<file path="src/rtl/cache_pkg.sv">
// rtl/cache_pkg.sv - shared types and address-field width helpers for the data cache
package cache_pkg;

  typedef enum logic [1:0] {
    IDLE   = 2'd0,
    REFILL = 2'd1,
    WRITE  = 2'd2,
    DONE   = 2'd3
  } cache_state_t;

  localparam int WORD_BITS = 32;
  localparam int BYTE_BITS = 2;

  function automatic int offset_width(input int words_per_line);
    return $clog2(words_per_line);
  endfunction

  function automatic int index_width(input int lines);
    return $clog2(lines);
  endfunction

  function automatic int tag_width(input int lines, input int words_per_line);
    return WORD_BITS - BYTE_BITS - offset_width(words_per_line) - index_width(lines);
  endfunction

endpackage

</file>
<file path="src/rtl/cache_data_array.sv">
// rtl/cache_data_array.sv - line/word data storage, asynchronous read, single-word synchronous write
module cache_data_array
  import cache_pkg::*;
#(
  parameter int LINES          = 16,
  parameter int WORDS_PER_LINE = 4,
  parameter int LINE_W         = index_width(LINES),
  parameter int WORD_W         = offset_width(WORDS_PER_LINE)
) (
  input  logic                 clk,
  input  logic                 we,
  input  logic [LINE_W-1:0]    line_sel,
  input  logic [WORD_W-1:0]    wr_word,
  input  logic [WORD_BITS-1:0] wdata,
  input  logic [WORD_W-1:0]    rd_word,
  output logic [WORD_BITS-1:0] rdata
);

  logic [WORD_BITS-1:0] mem [LINES*WORDS_PER_LINE];

  always_ff @(posedge clk) begin
    if (we) begin
      mem[{line_sel, wr_word}] <= wdata;
    end
  end

  assign rdata = mem[{line_sel, rd_word}];

endmodule

</file>
<file path="src/rtl/dcache_direct_mapped.sv">
// rtl/dcache_direct_mapped.sv - blocking direct-mapped write-through, no-write-allocate data cache
module dcache_direct_mapped
  import cache_pkg::*;
#(
  parameter int LINES          = 16,
  parameter int WORDS_PER_LINE = 4
) (
  input  logic        clk,
  input  logic        reset,
  input  logic        d_read,
  input  logic        d_write,
  input  logic [31:0] addr,
  input  logic [31:0] wdata,
  output logic [31:0] rdata,
  output logic        d_ready,
  output logic        d_hit,
  output logic        mem_req,
  output logic        mem_we,
  output logic [31:0] mem_addr,
  output logic [31:0] mem_wdata,
  input  logic [31:0] mem_rdata,
  input  logic        mem_ack
);

  localparam int OB = offset_width(WORDS_PER_LINE);
  localparam int IB = index_width(LINES);
  localparam int TB = tag_width(LINES, WORDS_PER_LINE);
  localparam logic [OB-1:0] LAST_WORD = OB'(WORDS_PER_LINE - 1);

  cache_state_t state, state_next;

  logic [OB-1:0] cnt;
  logic          hit_q;
  logic [LINES-1:0] valid;
  logic [TB-1:0]    tag_mem [LINES];

  logic [TB-1:0] addr_tag;
  logic [IB-1:0] addr_index;
  logic [OB-1:0] addr_word;
  logic          hit;
  logic          last_ack;
  logic          addr_unused;

  logic        arr_we;
  logic [OB-1:0] arr_word;
  logic [31:0] arr_wdata;
  logic [31:0] arr_rdata;

  assign addr_tag    = addr[31 -: TB];
  assign addr_index  = addr[BYTE_BITS+OB +: IB];
  assign addr_word   = addr[BYTE_BITS +: OB];
  assign addr_unused = ^addr[1:0];
  assign hit         = valid[addr_index] && (tag_mem[addr_index] == addr_tag);
  assign last_ack    = (state == REFILL) && mem_ack && (cnt == LAST_WORD);

  cache_data_array #(
    .LINES          (LINES),
    .WORDS_PER_LINE (WORDS_PER_LINE)
  ) u_data (
    .clk      (clk),
    .we       (arr_we),
    .line_sel (addr_index),
    .wr_word  (arr_word),
    .wdata    (arr_wdata),
    .rd_word  (addr_word),
    .rdata    (arr_rdata)
  );

  always_ff @(posedge clk or negedge reset) begin
    if (!reset) begin
      state <= IDLE;
      cnt   <= '0;
      hit_q <= 1'b0;
      valid <= '0;
    end else begin
      state <= state_next;
      case (state)
        IDLE: begin
          cnt <= '0;
          if (d_write) begin
            hit_q <= hit;
          end else if (d_read && !hit) begin
            hit_q <= 1'b0;
          end
        end
        REFILL: begin
          if (mem_ack) begin
            cnt <= cnt + OB'(1);
          end
          if (last_ack) begin
            valid[addr_index] <= 1'b1;
          end
        end
        default: ;
      endcase
    end
  end

  // Tags are only meaningful behind a set valid bit, so they need no reset.
  always_ff @(posedge clk) begin
    if (last_ack) begin
      tag_mem[addr_index] <= addr_tag;
    end
  end

  always_comb begin
    state_next = state;
    d_ready    = 1'b0;
    d_hit      = 1'b0;
    rdata      = '0;
    mem_req    = 1'b0;
    mem_we     = 1'b0;
    mem_addr   = '0;
    mem_wdata  = '0;
    arr_we     = 1'b0;
    arr_word   = cnt;
    arr_wdata  = mem_rdata;
    case (state)
      IDLE: begin
        if (d_write) begin
          state_next = WRITE;
        end else if (d_read) begin
          if (hit) begin
            d_ready = 1'b1;
            d_hit   = 1'b1;
            rdata   = arr_rdata;
          end else begin
            state_next = REFILL;
          end
        end else begin
          d_ready = 1'b1;
        end
      end
      REFILL: begin
        mem_req  = 1'b1;
        mem_addr = {addr_tag, addr_index, cnt, 2'b00};
        if (mem_ack) begin
          arr_we = 1'b1;
          if (cnt == LAST_WORD) begin
            state_next = DONE;
          end
        end
      end
      WRITE: begin
        mem_req   = 1'b1;
        mem_we    = 1'b1;
        mem_addr  = {addr[31:2], 2'b00};
        mem_wdata = wdata;
        if (mem_ack) begin
          // Write-through keeps a hit line coherent; a miss leaves the array alone.
          arr_we     = hit_q;
          arr_word   = addr_word;
          arr_wdata  = wdata;
          state_next = DONE;
        end
      end
      DONE: begin
        d_ready    = 1'b1;
        d_hit      = hit_q;
        rdata      = arr_rdata;
        state_next = IDLE;
      end
      default: state_next = IDLE;
    endcase
  end

endmodule

</file>
<file path="config.mk">
export PLATFORM = sky130hd
export DESIGN_NAME = dcache_direct_mapped
export DESIGN_NICKNAME = d
export VERILOG_FILES = /design/src/rtl/cache_pkg.sv /design/src/rtl/cache_data_array.sv /design/src/rtl/dcache_direct_mapped.sv
export SDC_FILE = /design/constraint.sdc
export NUM_CORES = 2
export LEC_CHECK = 0
export BUFFER_PORTS_ARGS = -buffer_cell sky130_fd_sc_hd__buf_4
export CORE_MARGIN = 5
export CORE_UTILIZATION = 45
export CTS_CLUSTER_SIZE = 30
export DETAILED_ROUTE_END_ITERATION = 10
export GPL_TIMING_DRIVEN = 0
export HOLD_SLACK_MARGIN = 0.02
export PLACE_DENSITY_LB_ADDON = 0.1
export SLEW_MARGIN = 25
export SYNTH_ARGS = -nofsm -noshare
export SYNTH_HDL_FRONTEND = slang
export SYNTH_HIERARCHICAL = 1
export SYNTH_SLANG_ARGS = --single-unit
</file>
<file path="constraint.sdc">
create_clock -name clk -period 6.1 [get_ports clk]
set_input_delay 0.305 -clock clk [delete_from_list [all_inputs] [get_ports clk]]
set_output_delay 0.305 -clock clk [all_outputs]
set_load 0.02 [all_outputs]
</file>
# ---- Word level (Yosys, flattened, before mapping)
# Memories as Yosys holds them, arrays and structs flattened.
# Index checks and enable logic that the tools add are counted.
dict set report totals {
  ff_bits 21
  ramBits 2432
  inputBits 101
  out_inout_bits 100
  word_cells 75
  n_memories 2
}
# memory depth width rd rd_ports_with_merged_regs write_ports line
set mem_list {}
lappend mem_list {u_data.mem 64 32 1 0 1 cache_data_array.sv:19} ;# logic [WORD_BITS-1:0] mem [LINES*WORDS_PER_LINE];
lappend mem_list {tag_mem 16 24 1 0 1 dcache_direct_mapped.sv:35} ;# logic [TB-1:0] tag_mem [LINES];
dict set report op_classes {
  n_addsub 1
  n_lt_le_gt_ge 2
  eq_ne 10
  n_mux 41
  n_bitwise 1
  n_reduce_logical 14
}
# operator n
set op_table {}
lappend op_table {{32-bit two-way mux} 6}
lappend op_table {{32-bit case mux with 2 select lines} 2}
lappend op_table {{24-bit equality test} 1}
lappend op_table {{2-bit two-way mux} 9}
lappend op_table {{1-bit two-way mux} 17}
lappend op_table {{16-bit bitwise OR} 1}
lappend op_table {{2-bit case mux with 4 select lines} 1}
lappend op_table {{2-bit equality test (second input constant)} 3}
lappend op_table {{3-bit != test (second input constant)} 2}
lappend op_table {{1-bit case mux with 2 select lines} 3}
lappend op_table {{2-bit AND reduction} 3}
lappend op_table {{1-bit logical AND} 5}
lappend op_table {{4-bit by 5-bit less-than comparator with 1-bit output (second input constant)} 1}
lappend op_table {{5-bit AND reduction} 1}
lappend op_table {{1-bit binary-select mux with 4-bit select} 1}
lappend op_table {{1-bit demux with 4-bit select} 1}
lappend op_table {{4-bit by 1-bit >= comparator with 1-bit output (second input constant)} 1}
lappend op_table {{2-bit != test (second input constant)} 2}
lappend op_table {{2-bit case mux with 2 select lines} 1}
lappend op_table {{2-bit nonzero test} 2}
lappend op_table {{2-bit by 1-bit adder with 2-bit output (second input constant)} 1}
lappend op_table {{2-bit by 1-bit equality test with 1-bit output (second input constant)} 1}
lappend op_table {{2-bit logical NOT} 1}
lappend op_table {{2-bit by 1-bit != test with 1-bit output (second input constant)} 1}
lappend op_table {{2 further kinds} 2}

# ---- Longest topological paths before layout
dict set report logic_depth {
  ltp_word 7
  ltp_mapped 13
  ltp_nobuf 8
}

# ---- By module
# The synthesis kept the hierarchy.
# module n_inst cells_per_inst area_each_um2 seq_area_each_um2
set modules_own_cells {}
lappend modules_own_cells {cache_data_array 1 3268 77997.3 61499.0}
lappend modules_own_cells {dcache_direct_mapped 1 988 17693.2 12056.6}

# ---- Worst setup path before layout
# Ideal clock, no wire load.
dict set report synth_path {
  path_kind {register to register}
  start {register state[0]}
  end {memory u_data.mem[14][0] (enable)}
  t_arrival_ps 3869
  required_time_ps 5679
  setup_slack_ps 1810
  stages_incl_launch_ff 10
  cell_sequence {dfrtp_1 inv_1 ha_1 buf_1 buf_1 nand2_1 nor2_1 nor2b_1 nand3_1 nor2_1}
}
dict set report synth_via {
  elab_chain_len 4
  elab_cells_between_ends 6
  cone_classes {2 x eq/ne; 4 x mux}
}
# element line
set synth_rtl {}
lappend synth_rtl {{start, declared} dcache_direct_mapped.sv:30} ;# cache_state_t state, state_next;
lappend synth_rtl {{start signal, assigned} dcache_direct_mapped.sv:76} ;# state <= state_next;
lappend synth_rtl {{2-bit equality test or 2-bit by 1-bit equality test with 1-bit output (tied branches)} dcache_direct_mapped.sv:118} ;# case (state)
lappend synth_rtl {{1-bit case mux with 2 select lines (*)} dcache_direct_mapped.sv:118}
lappend synth_rtl {{named net arr_we} dcache_direct_mapped.sv:44} ;# logic arr_we;
lappend synth_rtl {{1-bit two-way mux (*)} cache_data_array.sv:22} ;# if (we) begin
lappend synth_rtl {{1-bit two-way mux (not written as such) (*)} cache_data_array.sv:23} ;# mem[{line_sel, wr_word}] <= wdata;
lappend synth_rtl {{end, declared} cache_data_array.sv:19}
# Mark *: on every way through the listed nets, which the timed path passes. The rest lies on a longest branch.

# ---- Worst setup path after layout
dict set report layout_path {
  start {input addr[6]}
  end {output rdata[26]}
}
dict set report layout_via {
  elab_chain_len 7
  elab_cells_between_ends 10
  cone_classes {1 x eq/ne; 6 x mux; 1 x reduce/logical; 2 x memory}
}
# element line
set layout_rtl {}
lappend layout_rtl {{start, declared} dcache_direct_mapped.sv:12} ;# input logic [31:0] addr,
lappend layout_rtl {{memory 16 x 24 bit or 1-bit binary-select mux with 4-bit select (tied branches)} n/a}
lappend layout_rtl {{24-bit equality test or 1-bit two-way mux (tied branches)} dcache_direct_mapped.sv:53} ;# assign hit = valid[addr_index] && (tag_mem[addr_index] == addr_tag);
lappend layout_rtl {{1-bit logical AND} dcache_direct_mapped.sv:53}
lappend layout_rtl {{32-bit two-way mux} dcache_direct_mapped.sv:123} ;# if (hit) begin
lappend layout_rtl {{32-bit two-way mux} dcache_direct_mapped.sv:122} ;# end else if (d_read) begin
lappend layout_rtl {{32-bit two-way mux} dcache_direct_mapped.sv:120} ;# if (d_write) begin
lappend layout_rtl {{32-bit case mux with 2 select lines (*)} dcache_direct_mapped.sv:118}
lappend layout_rtl {{end, declared} dcache_direct_mapped.sv:14} ;# output logic [31:0] rdata,
# Mark *: on every way between the ends. The rest lies on a longest branch, timed or not. The select of a mux whose other input is x is not followed.

==> tab_implementation.tex <==
\begin{tabular}{lr}
\hline
Metric & Value \\
\hline
\multicolumn{2}{l}{\textbf{Clocking}} \\
\quad Clock network latency to the later pin of the worst-skew pair & 0.93 ns \\
\quad Number of clock sinks & 2,453 \\
\quad Clk root buf & sky130\_fd\_sc\_hd\_\_clkbuf\_16 \\
\quad Number of H-tree levels & 5 \\
\quad Buffer count from post-CTS setup fixing & 0 \\
\quad CTS max path bufs & 4 \\
\quad CTS clk-pin slew, worst paths & 0.06 ns \\
\quad CTS Buf Count & 276 \\
\quad CTS tree & built \\
\multicolumn{2}{l}{\textbf{Logic synthesis}} \\
\quad Count of warnings emitted by yosys & 6 \\
\quad Async set or reset register ratio after synthesis & 0.856\% \\
\quad Post-synthesis average cell area & 22.5 um2 \\
\quad Top cell type's share of synthesized area & 76.3\% \\
\quad Post-synth EDFFs & 2,432 \\
\quad Synth top area cells & sky130\_fd\_sc\_hd\_\_edfxtp\_1 (76\%), sky130\_fd\_sc\_hd\_\_mux4\_2 (14\%), sky130\_fd\_sc\_hd\_\_mux2i\_1 (3.3\%), sky130\_fd\_sc\_hd\_\_o22ai\_1 (0.84\%), sky130\_fd\_sc\_hd\_\_dfrtp\_1 (0.55\%) \\
\quad Synth Register Bits & 2,453 \\
\quad Synth Instances & 4,256 \\
\quad Distinct cells, synth & 69 \\
\quad Main synth FF type & sky130\_fd\_sc\_hd\_\_edfxtp\_1 \\
\quad Post-synthesis cell type with the largest combined area & sky130\_fd\_sc\_hd\_\_edfxtp\_1 \\
\quad Cell Area, Synth & 95,700 um2 \\
\quad Dominant cell by count in the synthesized netlist & sky130\_fd\_sc\_hd\_\_edfxtp\_1 \\
\quad Portion of the post-synthesis area used by sequential elements & 76.9\% \\
\quad Most frequent cells after synthesis & sky130\_fd\_sc\_hd\_\_edfxtp\_1 (2,432), sky130\_fd\_sc\_hd\_\_mux4\_2 (588), sky130\_fd\_sc\_hd\_\_mux2i\_1 (316) \\
\multicolumn{2}{l}{\textbf{Timing}} \\
\quad Share of the clock period used by the worst path & 97.7\% \\
\quad Actual transition at the worst max-transition pin & 1.12 ns \\
\quad Setup repair after global routing missed its margin & false \\
\quad Time the final worst path needs with I/O delays and setup & 5.96 ns \\
\quad Max-slew violation count & 0 \\
\quad Finish-stage setup viols & 0 \\
\quad Highest clock frequency the design can meet & 168 MHz \\
\quad Clock skew after layout & 0.0460 ns \\
\quad Number of hold violations in the final report & 0 \\
\quad Slew Limit Headroom & 25.2\% \\
\quad Final hold slack & 0.0420 ns \\
\quad PnR worst setup slack & 0.140 ns \\
\multicolumn{2}{l}{\textbf{Placement}} \\
\quad Placement Cell Area & 107,000 um2 \\
\quad Number of buffer cells added on primary ports & 194 \\
\quad Final GP Congestion & 0.828 \\
\quad Post-DP HPWL & 230,000 um \\
\quad Pre-CTS WS & 0.249 ns \\
\multicolumn{2}{l}{\textbf{Final layout}} \\
\quad Layout area overhead & 20.8\% \\
\quad Share of cells above drive strength 1 & 32.9\% \\
\quad Post-route standard cell area excluding fillers & 116,000 um2 \\
\quad Final core area utilization & 54.5\% \\
\quad Final net count & 5,097 \\
\multicolumn{2}{l}{\textbf{Global route}} \\
\quad Wire length of the first global-routing pass & 448,000 um \\
\quad Total grt overflow & 0 \\
\quad Via count of the first global-routing pass & 50.2k \\
\quad Number of antenna violations at the first check in global routing & 12 \\
\quad Maximum number of pins on one net before global-route repair & 65 \\
\quad Global-route usage over all layers & 29.9\% \\
\multicolumn{2}{l}{\textbf{Floorplan}} \\
\quad Core region area & 212,000 um2 \\
\quad Starting density of the core & 45.2\% \\
\quad Die span in x & 471 um \\
\quad Number of standard-cell rows in the floorplan & 169 \\
\quad Die height & 471 um \\
\quad Number of top-level pins & 201 \\
\quad Full die area & 222,000 um2 \\
\multicolumn{2}{l}{\textbf{Setup path}} \\
\quad Data required time at the worst endpoint & 5.79 ns \\
\quad Reg-to-reg startpoint & state[0]\$\_DFFE\_PN0P\_ \\
\quad Endpoint of the most critical setup path & rdata[26] \\
\quad Startpoint kind of the worst setup timing path & primary input \\
\quad R2R Path End & u\_data/mem[14][3]\$\_DFFE\_PP\_ \\
\quad Slowest-stage cell, CP & sky130\_fd\_sc\_hd\_\_clkbuf\_1 \\
\quad Origin of the worst setup path & addr[6] \\
\quad Crit path kind & in2out \\
\quad Sequence of cells on the critical path & buf\_4 -> buf\_2 -> inv\_2 -> buf\_2 -> clkbuf\_1 -> nand2\_1 -> nand2\_1 -> o2111ai\_1 -> o22ai\_1 -> nor4b\_2 -> a41oi\_2 -> buf\_6 -> nor3b\_2 -> buf\_4 \\
\quad Endpoint arrival time on the critical path & 5.66 ns \\
\quad R2R Setup Slk & 0.49 ns \\
\quad Worst-path fanout max & 10 \\
\quad Worst reg-to-reg path cell count & 12 \\
\quad Buffers and inverters on the worst path & 7 \\
\quad Largest delay contributor family on the critical path & buffers and inverters \\
\quad Largest incremental delay on the critical path & 0.72 ns \\
\quad Worst setup EP type & output pin \\
\quad Instance count on the critical path & 14 \\
\multicolumn{2}{l}{\textbf{Drt}} \\
\quad DRC & 0 \\
\quad Via count normalized by instance count & 6.55 \\
\quad Antenna viol nets, final & 0 \\
\quad Routed wire length per instance & 42.0 um \\
\quad Vias & 52.3k \\
\quad Detailed-route wire length & 336,000 um \\
\quad Initial DRC Count & 7,629 \\
\quad Drt pass-1 iters & 8 \\
\multicolumn{2}{l}{\textbf{Pwr}} \\
\quad Worst IR drop on VDD & 0.315 mV \\
\quad Power per cell area & 335 nW/um2 \\
\quad Leak Pwr & 0.0378 uW \\
\multicolumn{2}{l}{\textbf{Status}} \\
\quad Status & finished clean \\
\multicolumn{2}{l}{\textbf{Job}} \\
\quad Maximum capacitance violations & 0 \\
\multicolumn{2}{l}{\textbf{Min path}} \\
\quad Worst hold path class & in2async \\
\hline
\end{tabular}
[worst register-to-register path, cell delays in order (launching register included)]
cell and delay, ns:
sky130_fd_sc_hd__dfrtp_1 0.43, sky130_fd_sc_hd__inv_1 0.11, sky130_fd_sc_hd__ha_1 0.40, sky130_fd_sc_hd__buf_2 0.50, sky130_fd_sc_hd__buf_2 0.58, sky130_fd_sc_hd__nand2_1 0.10, sky130_fd_sc_hd__nor2_1 0.67, sky130_fd_sc_hd__nor2b_1 0.43
sky130_fd_sc_hd__nand3_1 0.73, sky130_fd_sc_hd__nor2_4 0.69, sky130_fd_sc_hd__buf_16 0.24, sky130_fd_sc_hd__buf_12 0.21, sky130_fd_sc_hd__buf_16 0.21
[worst min path at each step]
stage                                   to  depth (start not counted)
3_5_place_dp             hit_q$_DFFE_PN0P_                          1
2_1_floorplan           cnt[0]$_DFFE_PN0P_                          0
4_1_cts        u_data/mem[9][26]$_DFFE_PP_                          2
3_3_place_gp             hit_q$_DFFE_PN0P_                          1
6_report                cnt[1]$_DFFE_PN0P_                          3
5_1_grt               state[0]$_DFFE_PN0P_                          3
[metrics by stage]
step / cells / total power (uW) / setup TNS [ns]
after floorplan: 4257 / 21700 / 0
after global placement: 7272 / 23600 / -6586.84
after detailed placement: 7502 / 23800 / 0
after CTS: 7978 / 38900 / 0
after global routing: 7983 / 39700 / 0
final: 7984 / 38700 / 0
[registers in the layout, indices dropped and copies added, names as in the netlist]
register	count
cnt	2
u_data/mem	2048
state	2
valid	16
tag_mem	384
hit_q	1
[report_power, final]
group	internal, uW	switching (uW)	total (uW)
clock	8760	6440	15200
combinational	1230	2950	4190
sequential	19300	28.2	19300
total	29200	9430	38700
[logic make-up after synthesis]
family | count (synthesis) | share of synthesized area (%)
other cells | 1 | 0.00392
simple gates | 340 | 2.10
buf+inv | 255 | 1.44
flops | 2453 | 76.9
compound gates | 231 | 1.65
mux | 945 | 17.6
fa+ha+maj | 5 | 0.0654
xor+xnor | 26 | 0.238
[layer usage]
layer	track usage, %	vias to the layer above	wire length, um
li1	-	19500	-
met1	42.9	28700	133000
met2	45.7	3391	154000
met3	6.90	604	35500
met4	10.0	2	13200
met5	0	-	12
[repair_timing]
action | 4_1_cts | 5_1_grt
gates resized for setup | 0 | 0
hold endpoints to repair | 410 | 0
hold buffers | 30 | 0
[area by class of cell]
| type | instances | area (um2) |
|---|---|---|
| Inverter | 20 | 75.1 |
| Sequential cell | 2453 | 73600 |
| Multi-Input combinational cell | 1549 | 21500 |
| Timing Repair Buffer | 456 | 7520 |
| Fill cell | 16000 | 96300 |
| Clock inverter | 103 | 688 |
| Clock buffer | 343 | 7290 |
| Antenna cell | 4 | 10.0 |
| Buffer | 235 | 1410 |
| Tap cell | 2821 | 3530 |
[layout by cell type, fill, tap and decap left out, types with 17 or more instances in the layout]
master                          count
sky130_fd_sc_hd__xor2_1            17
sky130_fd_sc_hd__nand2_1           39
sky130_fd_sc_hd__nand3_1           18
sky130_fd_sc_hd__buf_6             38
sky130_fd_sc_hd__buf_16           156
sky130_fd_sc_hd__buf_2             56
sky130_fd_sc_hd__clkbuf_2          73
sky130_fd_sc_hd__dlygate4sd3_1     29
sky130_fd_sc_hd__clkinv_1          63
sky130_fd_sc_hd__nor2_4            80
sky130_fd_sc_hd__buf_4            205
sky130_fd_sc_hd__buf_12            71
sky130_fd_sc_hd__mux2_4            31
sky130_fd_sc_hd__inv_1             18
sky130_fd_sc_hd__clkbuf_1         106
sky130_fd_sc_hd__nor3b_2           30
sky130_fd_sc_hd__a22oi_1           19
sky130_fd_sc_hd__mux2i_1          316
sky130_fd_sc_hd__or2_2             17
sky130_fd_sc_hd__clkbuf_16        282
sky130_fd_sc_hd__or4_1             30
sky130_fd_sc_hd__mux4_2           588
sky130_fd_sc_hd__edfxtp_1        2432
sky130_fd_sc_hd__nor2_1            20
sky130_fd_sc_hd__o22ai_1          128
sky130_fd_sc_hd__clkinv_2          27
sky130_fd_sc_hd__dfrtp_1           21
sky130_fd_sc_hd__and2_1            62
(Power assumes the default switching activity.)
